--- src/rtl/video_pkg.sv ---
// Shared video timing constants and the sprite scheduler state type.
package video_pkg;

  localparam int unsigned POS_W     = 9;
  localparam int unsigned H_DISPLAY = 256;
  localparam int unsigned V_DISPLAY = 240;
  localparam int unsigned LOAD_HPOS = 260;
  localparam int unsigned SPRITE_H  = 16;

  typedef enum logic [2:0] {
    IDLE,
    WAIT_V,
    WAIT_LOAD,
    WAIT_H,
    DONE
  } sched_state_t;

endpackage

--- src/rtl/sprite_pos_latch.sv ---
// Double-buffered sprite position: shadow regs written any time, copied to live at frame commit.
module sprite_pos_latch #(
  parameter int unsigned H_DISPLAY = video_pkg::H_DISPLAY,
  parameter int unsigned V_DISPLAY = video_pkg::V_DISPLAY,
  parameter int unsigned SPRITE_H  = video_pkg::SPRITE_H
) (
  input  logic                       clk,
  input  logic                       rst_n,
  input  logic                       i_pos_wr,
  input  logic [video_pkg::POS_W-1:0] i_pos_x,
  input  logic [video_pkg::POS_W-1:0] i_pos_y,
  input  logic                       i_pos_en,
  input  logic                       i_commit,
  output logic [video_pkg::POS_W-1:0] o_x_l,
  output logic [video_pkg::POS_W-1:0] o_y_l,
  output logic                       o_valid,
  output logic                       o_valid_nxt
);
  import video_pkg::*;

  localparam logic [POS_W-1:0] XMAX = POS_W'(H_DISPLAY - SPRITE_H);
  localparam logic [POS_W-1:0] YMAX = POS_W'(V_DISPLAY - SPRITE_H - 1);

  logic [POS_W-1:0] r_sh_x, r_sh_y, r_x_l, r_y_l;
  logic             r_sh_en, r_en_l;
  logic [POS_W-1:0] w_x_clamp, w_x_nxt, w_y_nxt;
  logic             w_en_nxt;

  // A write landing on the commit cycle goes live directly.
  always_comb begin
    w_x_clamp = (i_pos_x > XMAX) ? XMAX : i_pos_x;
    w_x_nxt   = i_pos_wr ? w_x_clamp : r_sh_x;
    w_y_nxt   = i_pos_wr ? i_pos_y   : r_sh_y;
    w_en_nxt  = i_pos_wr ? i_pos_en  : r_sh_en;
  end

  always_ff @(posedge clk or negedge rst_n) begin
    if (!rst_n) begin
      r_sh_x  <= '0;
      r_sh_y  <= '0;
      r_sh_en <= 1'b0;
    end else if (i_pos_wr) begin
      r_sh_x  <= w_x_clamp;
      r_sh_y  <= i_pos_y;
      r_sh_en <= i_pos_en;
    end
  end

  always_ff @(posedge clk or negedge rst_n) begin
    if (!rst_n) begin
      r_x_l  <= '0;
      r_y_l  <= '0;
      r_en_l <= 1'b0;
    end else if (i_commit) begin
      r_x_l  <= w_x_nxt;
      r_y_l  <= w_y_nxt;
      r_en_l <= w_en_nxt;
    end
  end

  assign o_x_l       = r_x_l;
  assign o_y_l       = r_y_l;
  assign o_valid     = r_en_l && (r_y_l <= YMAX);
  assign o_valid_nxt = w_en_nxt && (w_y_nxt <= YMAX);

endmodule

--- src/rtl/sprite_scheduler.sv ---
// Beam-driven pulse sequencer: vstart, then 16 load/hstart pairs for one 16x16 sprite per frame.
module sprite_scheduler #(
  parameter int unsigned H_DISPLAY = video_pkg::H_DISPLAY,
  parameter int unsigned V_DISPLAY = video_pkg::V_DISPLAY,
  parameter int unsigned LOAD_HPOS = video_pkg::LOAD_HPOS,
  parameter int unsigned SPRITE_H  = video_pkg::SPRITE_H
) (
  input  logic                       clk,
  input  logic                       rst_n,
  input  logic [video_pkg::POS_W-1:0] hpos,
  input  logic [video_pkg::POS_W-1:0] vpos,
  input  logic                       pos_wr,
  input  logic [video_pkg::POS_W-1:0] pos_x,
  input  logic [video_pkg::POS_W-1:0] pos_y,
  input  logic                       pos_en,
  output logic                       vstart,
  output logic                       load,
  output logic                       hstart,
  output logic                       active,
  output logic                       frame_tick
);
  import video_pkg::*;

  sched_state_t     r_state, w_state_d;
  logic [3:0]       r_line_cnt, w_cnt_d;
  logic             r_vstart, r_load, r_hstart, r_active, r_frame_tick;
  logic             w_vstart_d, w_load_d, w_hstart_d, w_active_d;
  logic             w_boundary, w_valid, w_valid_nxt;
  logic [POS_W-1:0] w_x_l, w_y_l;

  assign w_boundary = (hpos == '0) && (vpos == POS_W'(V_DISPLAY));

  sprite_pos_latch #(
    .H_DISPLAY (H_DISPLAY),
    .V_DISPLAY (V_DISPLAY),
    .SPRITE_H  (SPRITE_H)
  ) u_pos_latch (
    .clk         (clk),
    .rst_n       (rst_n),
    .i_pos_wr    (pos_wr),
    .i_pos_x     (pos_x),
    .i_pos_y     (pos_y),
    .i_pos_en    (pos_en),
    .i_commit    (w_boundary),
    .o_x_l       (w_x_l),
    .o_y_l       (w_y_l),
    .o_valid     (w_valid),
    .o_valid_nxt (w_valid_nxt)
  );

  always_comb begin
    w_state_d  = r_state;
    w_cnt_d    = r_line_cnt;
    w_vstart_d = 1'b0;
    w_load_d   = 1'b0;
    w_hstart_d = 1'b0;
    w_active_d = r_active;
    // Every boundary restarts the schedule; in WAIT_* states this is an abort.
    if (w_boundary) begin
      w_cnt_d    = '0;
      w_active_d = 1'b0;
      w_state_d  = w_valid_nxt ? WAIT_V : IDLE;
    end else begin
      unique case (r_state)
        IDLE: ;
        WAIT_V: begin
          if (w_valid && (hpos == '0) && (vpos == w_y_l)) begin
            w_vstart_d = 1'b1;
            w_active_d = 1'b1;
            w_state_d  = WAIT_LOAD;
          end
        end
        WAIT_LOAD: begin
          if (hpos == POS_W'(LOAD_HPOS)) begin
            w_load_d  = 1'b1;
            w_state_d = WAIT_H;
          end
        end
        WAIT_H: begin
          if (hpos == w_x_l) begin
            w_hstart_d = 1'b1;
            w_cnt_d    = r_line_cnt + 4'd1;
            w_state_d  = (r_line_cnt == 4'(SPRITE_H - 1)) ? DONE : WAIT_LOAD;
          end
        end
        // Dropping active here keeps it high through the last hstart pulse.
        DONE: w_active_d = 1'b0;
        default: w_state_d = IDLE;
      endcase
    end
  end

  always_ff @(posedge clk or negedge rst_n) begin
    if (!rst_n) begin
      r_state      <= IDLE;
      r_line_cnt   <= '0;
      r_vstart     <= 1'b0;
      r_load       <= 1'b0;
      r_hstart     <= 1'b0;
      r_active     <= 1'b0;
      r_frame_tick <= 1'b0;
    end else begin
      r_state      <= w_state_d;
      r_line_cnt   <= w_cnt_d;
      r_vstart     <= w_vstart_d;
      r_load       <= w_load_d;
      r_hstart     <= w_hstart_d;
      r_active     <= w_active_d;
      r_frame_tick <= w_boundary;
    end
  end

  assign vstart     = r_vstart;
  assign load       = r_load;
  assign hstart     = r_hstart;
  assign active     = r_active;
  assign frame_tick = r_frame_tick;

endmodule

--- config.mk ---
export PLATFORM = sky130hd
export DESIGN_NAME = sprite_scheduler
export DESIGN_NICKNAME = d
export VERILOG_FILES = /design/src/rtl/video_pkg.sv /design/src/rtl/sprite_pos_latch.sv /design/src/rtl/sprite_scheduler.sv
export SDC_FILE = /design/constraint.sdc
export NUM_CORES = 1
export LEC_CHECK = 0
export ABC_AREA = 1
export CORE_AREA = 5 5 77 79
export CTS_CLUSTER_DIAMETER = 50
export DETAILED_ROUTE_END_ITERATION = 7
export DIE_AREA = 0 0 82 84
export PLACE_DENSITY = 0.79
export SLEW_MARGIN = 0
export SYNTH_ARGS = -nofsm -noshare
export SYNTH_HDL_FRONTEND = slang
export SYNTH_HIERARCHICAL = 1
export SYNTH_SLANG_ARGS = --single-unit
--- constraint.sdc ---
create_clock -name clk -period 2 [get_ports clk]
set_input_delay 0.3 -clock clk [delete_from_list [all_inputs] [get_ports clk]]
set_output_delay 0.3 -clock clk [all_outputs]
set_load 0.005 [all_outputs]
==> summary.md, run 1 <==
| Metric | Value |
|---|---|
| Chip height | `around 84 um` |
| Kind of critical path | `in2reg` |
| Number of flops mapped to enable cells by yosys | `0` |
| Number of nets in the synthesized netlist | `roughly 400` |
| Maxcap violations | `0` |
| Data required time at the worst endpoint | `~2200 ps` |
| Vias in the first global route | `about 2300` |
| Layout cells sized above 1 | `between 10% and 20%` |
| Cells along the critical path | `clkdlybuf4s50_1 > nor2_2 > nand3_2 > nor2_4 > nand2_1 > inv_1 > inv_1 > nand2_1 > o21ai_0` |
| Post-synthesis instance total | `356` |
| Crit-path max cell delay | `about 450 ps` |
| WP buf/inv | `3` |
| Syn Std Cell Area | `approximately 0.0027 mm^2` |
| Tightest hold margin | `439 ps` |
| Share of flip-flops with an asynchronous set or reset after synthesis | `between 90% and 100%` |
| Setup-failing EPs final | `0` |
| Post-CTS Resized | `0` |
| Number of clock sinks seen by CTS | `50` |
| Setup_tns | `0 ps` |
| Flip-flop and latch count after synthesis | `50` |
| Post-synthesis cell type count | `36` |
| Crit path time final | `1640 ps` |
| Number of detailed-route iterations in the first pass | `4` |
| Type of the most critical hold path | `in2async` |
| Layout overhead on the synthesized area | `24.8%` |
| Endpoint arrival time on the critical path | `~1800 ps` |
| Insertion delay to the later sink of the worst-skew pair | `roughly 300 ps` |
| Remaining number of nets flagged by the antenna check after routing | `0` |
| Worst path setup slack after routing | `approximately 360 ps` |
| Vias/cell | `about 4.7` |
| Core Area | `0.00527 mm^2` |
| Critical path endpoint category | `flop` |
| Remaining routing DRC violations | `0` |
| Clock Tree Buf Depth | `2` |
| Share of synthesized area occupied by flip-flops and latches | `46.4%` |
| Final clock period utilization by the worst path | `between 80 and 90%` |
| Cell row count | `27` |
| Crit-path max FO | `13` |
| Result of the run | `complete, no violations` |
| Critical-path top delay cell | `clkdlybuf4s50_1` |
| GR Util All Layers | `between 10% and 20%` |
| Antenna diode count | `0` |
| DR iter-0 viols | `between 80 and 90` |
| Power density over the cells | `between 600 and 700 mW/mm^2` |
| Total via count in the routed design | `approximately 2300` |
| H-Tree Depth | `2` |
| DP HPWL | `between 4000 and 5000 um` |
| Die Outline Area | `roughly 0.007 mm^2` |
| Count of buffers added by post-CTS timing repair for setup | `0` |
| Gate family responsible for the most delay along the worst path | `buffers and inverters` |
| Average footprint of a synthesized cell | `between 7 and 8 um^2` |
| RD Place Congestion | `between 0.8 and 0.9` |
| IO Count | `45` |
| Pins Over Slew Limit | `0` |
| Worst rel slew slack | `74.1%` |
| Placement-stage worst setup slack | `between 20 and 25 ps` |
| Most frequent standard cell in the layout excluding fill and tap cells | `nand2_1` |
| Setup repair after global routing missed its margin | `no` |
| Leak Pwr | `roughly 1.7 nW` |
| Max IR drop VDD | `about 0.37 mV` |
| Pin count of the biggest net entering global routing | `22` |
| I/O Buffers | `44` |
| Wire length of the first global-routing pass | `between 10000 and 15000 um` |
| Clock slew at reported path FFs | `approximately 90 ps` |
| Final count of hold timing violations | `0` |
| Filler cells | `slightly below 500` |
| CTS tree | `done` |
| Crit path launch type | `input pin` |
| Initial antenna violation count | `0` |
| FMAX | `a little over 600 MHz` |
| Initial Util | `about half` |
| Clk root buf | `clkbuf_8` |
| Routed wire per std cell | `~12 um` |
| Number of warning messages in the yosys log | `6` |
| Routed WL | `between 5000 and 6000 um` |
| Final net count | `approximately 450` |
| Highest-count cells in the layout ignoring fill and taps | `nand2_1 (129), dfrtp_1 (50), inv_1 (46)` |
| Overflow left after global routing | `0` |
| Actual transition at the worst max-transition pin | `389 ps` |
| TritonCTS Buffers | `5` |
| Clock Skew | `approximately 5.4 ps` |
| Horizontal extent of the die | `between 80 and 90 um` |
| Dominant register cell in the synthesized netlist | `dfrtp_1` |
==> layer usage <==
layer	global-route usage, %	up-vias	routed length, um
li1	-	1206	-
met5	0	-	0
met4	4.98	0	82
met1	24.0	1017	2560
met2	30.6	41	2800
met3	4.10	8	227
==> where the power goes <==
part / switching (mW) / total (mW) / leakage [nW] / internal (mW)
clock: 0.323 / 0.723 / 0.0573 / 0.400
sequential: 0.0110 / 1.05 / 0.648 / 1.04
combinational: 0.123 / 0.244 / 0.991 / 0.121
total: 0.457 / 2.02 / 1.70 / 1.56
==> final timing paths <==
path                                               endpoint  cells past startpoint  slack [ps]                        startpoint
setup / recovery           u_pos_latch/o_y_l[7]$_DFFE_PN0P_                      9         360                           hpos[4]
hold / removal             u_pos_latch/o_y_l[4]$_DFFE_PN0P_                      2         440                             rst_n
setup reg to reg                     r_state[2]$_DFFE_PN0P_                     12         480  u_pos_latch/o_y_l[5]$_DFFE_PN0P_
hold reg to reg             u_pos_latch/r_sh_y[1]$_DFF_PN0_                      2         470   u_pos_latch/r_sh_y[1]$_DFF_PN0_
max in group asynchronous  u_pos_latch/o_y_l[0]$_DFFE_PN0P_                      3         940                             rst_n
min in group clk            u_pos_latch/r_sh_y[1]$_DFF_PN0_                      2         470   u_pos_latch/r_sh_y[1]$_DFF_PN0_
==> synth_stat cells (2+ instances only) <==
cell,count,area [um^2]
o21ai_2,4,35.0
o21ai_1,2,10.0
or2_0,2,12.5
a31oi_1,8,50.1
nand3_2,2,20.0
nand2_1,129,484
nand4_1,2,12.5
or2_2,2,12.5
nor2_2,6,37.5
nand2_2,11,68.8
buf_2,2,10.0
xnor2_1,5,43.8
nor2_1,37,139
inv_1,46,173
nor3_2,2,20.0
nor2_4,2,22.5
nor3_1,3,15.0
dfrtp_1,50,1250
nand3_1,18,90.1
o21ai_0,7,35.0
==> final cells by class <==
class	instances	area, um^2	area share (%)
timing repair buffer	57	548	16.3
clock buffer	6	82.6	2.45
clock inverter	1	30.0	0.892
tap	72	90.1	2.68
inverter	48	183	5.43
multi-input combinational	250	1180	35.1
sequential	50	1250	37.2
==> what timing repair did <==
item / in CTS / in global routing
hold buffers: 1 / 0
hold endpoints to repair: 14 / 0
setup endpoints to repair: 0 / 0
==> stage by stage <==
step           total power [mW]  instance area, um^2  util [%]  instances
4_1_cts                    2.04                 3370      63.9        484
2_1_floorplan              1.18                 2700         -        356
3_3_place_gp               1.31                 3240      61.5        476
6_report                   2.02                 3370      63.9        484
3_5_place_dp               1.32                 3240      61.5        476
5_1_grt                    2.12                 3370      63.9        484
==> logic make-up (layout without fill, tap and decap cells) <==
group / count (synthesis) / in the layout / share of synthesized area, %
AOI/OAI and AO/OA: 25 / 25 / 5.89
xor gates and xnor gates: 5 / 5 / 1.62
adders and majority gates: 1 / 1 / 0.464
buffers and inverters: 56 / 112 / 9.79
DFF: 50 / 50 / 46.4
and+or+nand+nor: 219 / 219 / 35.8
==> registers in the layout, summed over array words and instances (netlist names) <==
name,count
frame_tick,1
load,1
active,1
vstart,1
u_pos_latch/r_sh_x,9
u_pos_latch/o_x_l,9
u_pos_latch/r_en_l,1
u_pos_latch/o_y_l,9
u_pos_latch/r_sh_y,9
hstart,1
r_state,3
r_line_cnt,4
u_pos_latch/r_sh_en,1
No activity file was read; power rests on OpenSTA's default activity.
==> inputs of run 2 (changes only) <==
--- a/config.mk
+++ b/config.mk
@@ -6,11 +6,11 @@
 export NUM_CORES = 1
 export LEC_CHECK = 0
 export ABC_AREA = 1
-export CORE_AREA = 5 5 77 79
+export CORE_AREA = 5 5 78 80
 export CTS_CLUSTER_DIAMETER = 50
 export DETAILED_ROUTE_END_ITERATION = 7
-export DIE_AREA = 0 0 82 84
-export PLACE_DENSITY = 0.79
+export DIE_AREA = 0 0 83 85
+export PLACE_DENSITY = 0.77
 export SLEW_MARGIN = 0
 export SYNTH_ARGS = -nofsm -noshare
 export SYNTH_HDL_FRONTEND = slang
==> constraint.sdc (replaced) <==
create_clock -name clk -period 1.7 [get_ports clk]
set_input_delay 0.255 -clock clk [delete_from_list [all_inputs] [get_ports clk]]
set_output_delay 0.255 -clock clk [all_outputs]
set_load 0.005 [all_outputs]
==> run 2 against run 1 <==
Effect of this change:
- non-clock buffer count up 16
- first-iteration DRC count down 20%
- core utilization up 1.5 points
- die area up 2.4%
==> summary.md, run 2 (synthesis results as in run 1) <==
| Metric | Value |
|---|---|
| Result of the run | `complete, no violations (unchanged)` |
| I/O Buffers | `44 (unchanged)` |
| Clock slew at reported path FFs | `90 ps (about the same)` |
| Core Area | `0.00534 mm^2 (was 0.00527 mm^2)` |
| Vias/cell | `4.69 (about the same)` |
| Most frequent standard cell in the layout excluding fill and tap cells | `nand2_1 (unchanged)` |
| Pin count of the biggest net entering global routing | `51 (was 22)` |
| Initial Util | `50.5% (was 51.2%)` |
| Reg2reg start | `u_pos_latch/o_y_l[7]$_DFFE_PN0P_ (was u_pos_latch/o_y_l[5]$_DFFE_PN0P_)` |
| Remaining number of nets flagged by the antenna check after routing | `0 (unchanged)` |
| GR Util All Layers | `17.3% (was 18.5%)` |
| Crit path launch type | `input pin (unchanged)` |
| FMAX | `around 640 MHz` |
| Power density over the cells | `645 mW/mm^2 (was 600 mW/mm^2)` |
| Clock Skew | `6.92 ps (was 5.36 ps)` |
| Remaining routing DRC violations | `0 (unchanged)` |
| DR iter-0 viols | `66 (was 82)` |
| Number of detailed-route iterations in the first pass | `5 (was 4)` |
| Wire length of the first global-routing pass | `10200 um (was 10100 um)` |
| Type of the most critical hold path | `in2async (unchanged)` |
| DP HPWL | `4480 um (was 4440 um)` |
| Layout overhead on the synthesized area | `29.4% (was 24.8%)` |
| Setup repair after global routing missed its margin | `no (unchanged)` |
| Chip height | `85 um (was 84 um)` |
| Clock Tree Buf Depth | `2 (unchanged)` |
| Clk root buf | `clkbuf_8 (unchanged)` |
| Horizontal extent of the die | `83 um (was 82 um)` |
| TritonCTS Buffers | `5 (unchanged)` |
| Routed wire per std cell | `11.3 um (was 11.7 um)` |
| Actual transition at the worst max-transition pin | `267 ps (was 389 ps)` |
| Critical path endpoint category | `flop (unchanged)` |
| Layout cells sized above 1 | `16.7% (was 12.9%)` |
| Data required time at the worst endpoint | `1920 ps (was 2170 ps)` |
| RD Place Congestion | `0.890 (was 0.889)` |
| Number of clock sinks seen by CTS | `50 (unchanged)` |
| Final net count | `470 (was 453)` |
| Antenna diode count | `0 (unchanged)` |
| Leak Pwr | `1.76 nW (was 1.70 nW)` |
| Final clock period utilization by the worst path | `between 90 and 100%` |
| Maxcap violations | `0 (unchanged)` |
| Worst rel slew slack | `82.0% (was 74.1%)` |
| Final count of hold timing violations | `0 (unchanged)` |
| Routed WL | `5690 um (was 5670 um)` |
| Pins Over Slew Limit | `0 (unchanged)` |
| Crit-path max FO | `25 (was 13)` |
| Tightest hold margin | `466 ps (was 439 ps)` |
| Start point of the critical path | `vpos[6] (was hpos[4])` |
| Insertion delay to the later sink of the worst-skew pair | `300 ps (about the same)` |
| Filler cells | `480 (was 485)` |
| Overflow left after global routing | `0 (unchanged)` |
| Setup-failing EPs final | `0 (unchanged)` |
| CTS tree | `done (unchanged)` |
| Total via count in the routed design | `2353 (was 2272)` |
| Initial antenna violation count | `0 (unchanged)` |
| Highest-count cells in the layout ignoring fill and taps | `nand2_1 (129), dfrtp_1 (50), inv_1 (44) (was nand2_1 (129), dfrtp_1 (50), inv_1 (46))` |
| H-Tree Depth | `2 (unchanged)` |
| Crit path time final | `~1600 ps` |
| IO Count | `45 (unchanged)` |
| Kind of critical path | `in2reg (unchanged)` |
| Max IR drop VDD | `0.505 mV (was 0.373 mV)` |
| Vias in the first global route | `2300 (was 2254)` |
| Final Util | `65.4% (was 63.9%)` |
| Die Outline Area | `0.00706 mm^2 (was 0.00689 mm^2)` |
| Endpoint arrival time on the critical path | `1790 ps (was 1820 ps)` |
| Cell row count | `27 (unchanged)` |
[run 2: power by group]
part	total, mW	leakage [nW]	internal [mW]	switching, mW
sequential	1.24	0.648	1.22	0.0124
clock	0.700	0.0458	0.299	0.402
combinational	0.312	1.06	0.165	0.147
[run 2: area by class of cell]
type	count	area (um^2)	share of cell area, %
Clock buffer	6	72.6	2.08
Timing Repair inverter	1	7.51	0.215
Inverter	48	189	5.41
Tap cell	72	90.1	2.58
Sequential cell	50	1250	35.9
Clock inverter	2	17.5	0.502
Multi-Input combinational cell	250	1180	33.8
Timing Repair Buffer	73	681	19.5
[run 2: layer usage]
layer  vias to the layer above  track usage, %  share of wire, %
li1                       1244               -                 -
met1                      1068            21.6                44
met2                        35            30.5                51
met3                         6            3.59               3.2
met4                         0            4.75               1.5
met5                         -               0                 0
[run 2: worst paths after layout]
check	to	slack, ps	cells after the start
setup / recovery	u_pos_latch/o_y_l[4]$_DFFE_PN0P_	130	8
hold / removal	active$_DFFE_PN0P_	470	3
setup reg to reg	r_state[0]$_DFFE_PN0P_	190	12
hold reg to reg	u_pos_latch/r_sh_y[1]$_DFF_PN0_	480	2
max in group asynchronous	u_pos_latch/o_y_l[4]$_DFFE_PN0P_	1010	3
min in group clk	u_pos_latch/r_sh_y[1]$_DFF_PN0_	480	2
[run 2: repair_timing]
item,4_1_cts,5_1_grt
buffers inserted,0,0
endpoints found under the setup margin,0,7
hold buffers,1,0
hold endpoints to repair,50,0
gates resized for setup,0,4
[run 2: stage by stage]
step	TNS [ps]	power (mW)	worst slack, ps	area, um^2	std cells
global route	0	2.37	2.21	3490	502
finish	0	2.25	132	3490	502
floorplan	0	1.39	205	2700	356
CTS	0	2.29	107	3480	501
detailed placement	-3220	1.58	-194	3380	492
global placement	-1930	1.57	-113	3380	492
[run 2: worst max-delay path: stages]
cell,delay (ps)
clkdlybuf4s50_1,530
nand3_1,100
nor3_1,250
nand2_1,150
inv_4,140
buf_12,170
nor2_1,50
a31oi_1,140
==> inputs of run 3 (changes only) <==
--- a/config.mk
+++ b/config.mk
@@ -8,9 +8,11 @@
 export ABC_AREA = 1
 export CORE_AREA = 5 5 78 80
 export CTS_CLUSTER_DIAMETER = 50
+export CTS_CLUSTER_SIZE = 16
 export DETAILED_ROUTE_END_ITERATION = 7
 export DIE_AREA = 0 0 83 85
 export PLACE_DENSITY = 0.77
+export RECOVER_POWER = 100
 export SLEW_MARGIN = 0
 export SYNTH_ARGS = -nofsm -noshare
 export SYNTH_HDL_FRONTEND = slang
==> run 3 against run 2 <==
Effect of this change:
- sequential share of layout area rose by 0.46 points
- largest cell class unchanged
- via count rose by 0.55%
- die area did not move
==> summary.md, run 3 (synthesis results as in run 1) <==
| Metric | Value |
|---|---|
| Result of the run | `complete, no violations (unchanged)` |
| Setup-failing EPs final | `0 (unchanged)` |
| Switching power share of the total | `25.0% (was 24.9%)` |
| Vias in the first global route | `2300 (unchanged)` |
| Highest-count cells in the layout ignoring fill and taps | `nand2_1 (130), dfrtp_1 (50), inv_1 (44) (was nand2_1 (129), dfrtp_1 (50), inv_1 (44))` |
| Remaining routing DRC violations | `0 (unchanged)` |
| Final net count | `470 (unchanged)` |
| Layout cells sized above 1 | `14.9% (was 16.7%)` |
| Crit path time final | `1570 ps (about the same)` |
| Reg-to-Reg End | `r_state[0]$_DFFE_PN0P_ (unchanged)` |
| I/O Buffers | `44 (unchanged)` |
| Sequential share of power | `55.3% (was 55.0%)` |
| Worst hold endpoint | `u_pos_latch/r_sh_y[1]$_DFF_PN0_` |
| Routed wire per std cell | `11.4 um (was 11.3 um)` |
| Actual transition at the worst max-transition pin | `671 ps (was 267 ps)` |
| Non-filler instance count after layout | `502 (unchanged)` |
| Clock power frac | `31.4% (was 31.1%)` |
| DP HPWL | `4480 um (unchanged)` |
| GR Util All Layers | `17.3% (unchanged)` |
| Endpoint arrival time on the critical path | `1790 ps (about the same)` |
| Core Area | `0.00534 mm^2 (unchanged)` |
| R2R cell count | `12 (unchanged)` |
| Setup repair after global routing missed its margin | `no (unchanged)` |
| Initial Util | `50.5% (unchanged)` |
| Crit-path max cell delay | `530 ps (about the same)` |
| Worst rel slew slack | `55.3% (was 82.0%)` |
| Sw power | `0.560 mW (was 0.561 mW)` |
| Filler cells | `496 (was 480)` |
| Final count of hold timing violations | `0 (unchanged)` |
| Final clock period utilization by the worst path | `92.1% (was 92.2%)` |
| Clock slew at reported path FFs | `90 ps (about the same)` |
| Routed WL | `5720 um (was 5690 um)` |
| Clk root buf | `clkbuf_8 (unchanged)` |
| Register cell area after layout | `0.00125 mm^2 (unchanged)` |
| Total via count in the routed design | `2366 (was 2353)` |
| Worst hold path depth | `2` |
| Die Outline Area | `0.00706 mm^2 (unchanged)` |
| DR iter-0 viols | `87 (was 66)` |
| CTS tree | `done (unchanged)` |
| Critical path endpoint category | `flop (unchanged)` |
| Layout overhead on the synthesized area | `27.8% (was 29.4%)` |
| Antenna diode count | `0 (unchanged)` |
| Gate family responsible for the most delay along the worst path | `buffers and inverters (unchanged)` |
| Most frequent standard cell in the layout excluding fill and tap cells | `nand2_1 (unchanged)` |
| Register-to-Register Setup Slack | `190 ps (about the same)` |
| Chip height | `85 um (unchanged)` |
| Cell row count | `27 (unchanged)` |
| H-Tree Depth | `2 (unchanged)` |
| Leak Pwr | `1.75 nW (was 1.76 nW)` |
| Count of buffers added by post-CTS timing repair for setup | `0 (unchanged)` |
| Number of clock sinks seen by CTS | `50 (unchanged)` |
| Kind of critical path | `in2reg (unchanged)` |
| Maxcap violations | `0 (unchanged)` |
| Comb pwr share | `13.3% (was 13.9%)` |
| Remaining number of nets flagged by the antenna check after routing | `0 (unchanged)` |
| RD Place Congestion | `0.890 (unchanged)` |
| Crit-path max FO | `25 (unchanged)` |
| Final Util | `64.6% (was 65.4%)` |
| Initial antenna violation count | `0 (unchanged)` |
| Insertion delay to the later sink of the worst-skew pair | `300 ps (about the same)` |
| TritonCTS Buffers | `5 (unchanged)` |
| Pins Over Slew Limit | `0 (unchanged)` |
| Pin count of the biggest net entering global routing | `51 (unchanged)` |
| Clock Skew | `6.93 ps (was 6.92 ps)` |
| WP buf/inv | `3 (unchanged)` |
| Critical-path top delay cell | `clkdlybuf4s50_1 (unchanged)` |
| Cells along the critical path | `clkdlybuf4s50_1 > nand3_1 > nor3_1 > nand2_1 > inv_4 > buf_12 > nor2_1 > a31oi_1 (unchanged)` |
| Horizontal extent of the die | `83 um (unchanged)` |
| Type of the most critical hold path | `reg2reg (was in2async)` |
| Number of detailed-route iterations in the first pass | `4 (was 5)` |
| Clock Tree Buf Depth | `2 (unchanged)` |
| Data required time at the worst endpoint | `1920 ps (about the same)` |
| Cell Int Power | `1.68 mW (was 1.69 mW)` |
| Placed insts | `492 (unchanged)` |
| Vias/cell | `4.71 (was 4.69)` |
| Overflow left after global routing | `0 (unchanged)` |
| Crit path launch type | `input pin (unchanged)` |
| Reg2reg start | `u_pos_latch/o_y_l[7]$_DFFE_PN0P_ (unchanged)` |
| Hold Path Origin | `u_pos_latch/r_sh_y[1]$_DFF_PN0_` |
| Power density over the cells | `649 mW/mm^2 (was 645 mW/mm^2)` |
| Max IR drop VDD | `0.531 mV (was 0.505 mV)` |
| Area taken by multi-input logic gates | `0.00117 mm^2 (was 0.00118 mm^2)` |
| FMAX | `638 MHz (about the same)` |
| Wire length of the first global-routing pass | `10200 um (unchanged)` |
| IO Count | `45 (unchanged)` |
## run 3: cell count changes in the layout (fill, tap and decap cells not counted), moves of 2 or more
cell	change
o21ai_0	+2
clkdlybuf4s50_1	-6
o21ai_2	-2
clkbuf_1	+5
dlygate4sd3_1	+6
buf_4	-6
## run 3: timing repair
item	4_1_cts	5_1_grt
endpoints found under the setup margin	0	7
resized for setup	0	4
hold buffers	1	0
endpoints found under the hold margin	50	0
## run 3: worst reg2reg max path: stages, from the launching register on
cell and delay, ps:
dfrtp_1 430, nand3_1 100, nand3_1 60, inv_1 60, nand2_1 50, nor2_1 100
nand3_1 100, nor2_1 170, nor2_2 70, nor2_4 100, nand2_2 60, nand2_1 50
nand2_1 50
## run 3: worst max path at each step
stage | depth (start not counted) | startpoint | endpoint
floorplan | 9 | vpos[8] | u_pos_latch/o_y_l[1]$_DFFE_PN0P_
detailed placement | 9 | hpos[8] | u_pos_latch/r_en_l$_DFFE_PN0P_
finish | 8 | vpos[6] | u_pos_latch/o_y_l[4]$_DFFE_PN0P_
CTS | 9 | hpos[8] | u_pos_latch/r_en_l$_DFFE_PN0P_
global placement | 9 | hpos[8] | u_pos_latch/r_en_l$_DFFE_PN0P_
global route | 13 | vpos[7] | r_state[0]$_DFFE_PN0P_
## run 3: area by class of cell
class                      instances  area share [%]
timing repair inverter             1           0.218
sequential                        50            36.3
multi-input combinational        250            34.0
timing repair buffer              73            18.8
clock buffer                       6            2.11
tap                               72            2.61
clock inverter                     2           0.508
inverter                          48            5.48
## run 3: power groups by stage
stage | Clock, mW | Sequential [mW] | Combinational (mW)
finish | 0.702 | 1.24 | 0.297
global placement | 0 | 1.26 | 0.306
floorplan | 0 | 1.26 | 0.134
detailed placement | 0 | 1.26 | 0.315
global route | 0.780 | 1.24 | 0.335
CTS | 0.732 | 1.24 | 0.317
## run 3: layer usage
metal  vias to the layer above  track usage, %  share of wire, %
met3                         6            3.59               3.7
li1                       1240               -                 -
met2                        45            30.5                51
met4                         0            4.75               1.5
met5                         -               0                 0
met1                      1075            21.6                44
## run 3: through the flow
step	total power, mW	hold WS (ps)	setup WS (ps)	instance area [um^2]	TNS [ps]
after floorplan	1.39	-40.6	205	2700	0
after global placement	1.57	264	-113	3380	-1930
after detailed placement	1.58	264	-194	3380	-3220
after CTS	2.29	472	107	3480	0
after global routing	2.36	501	2.15	3450	0
final	2.24	478	133	3450	0
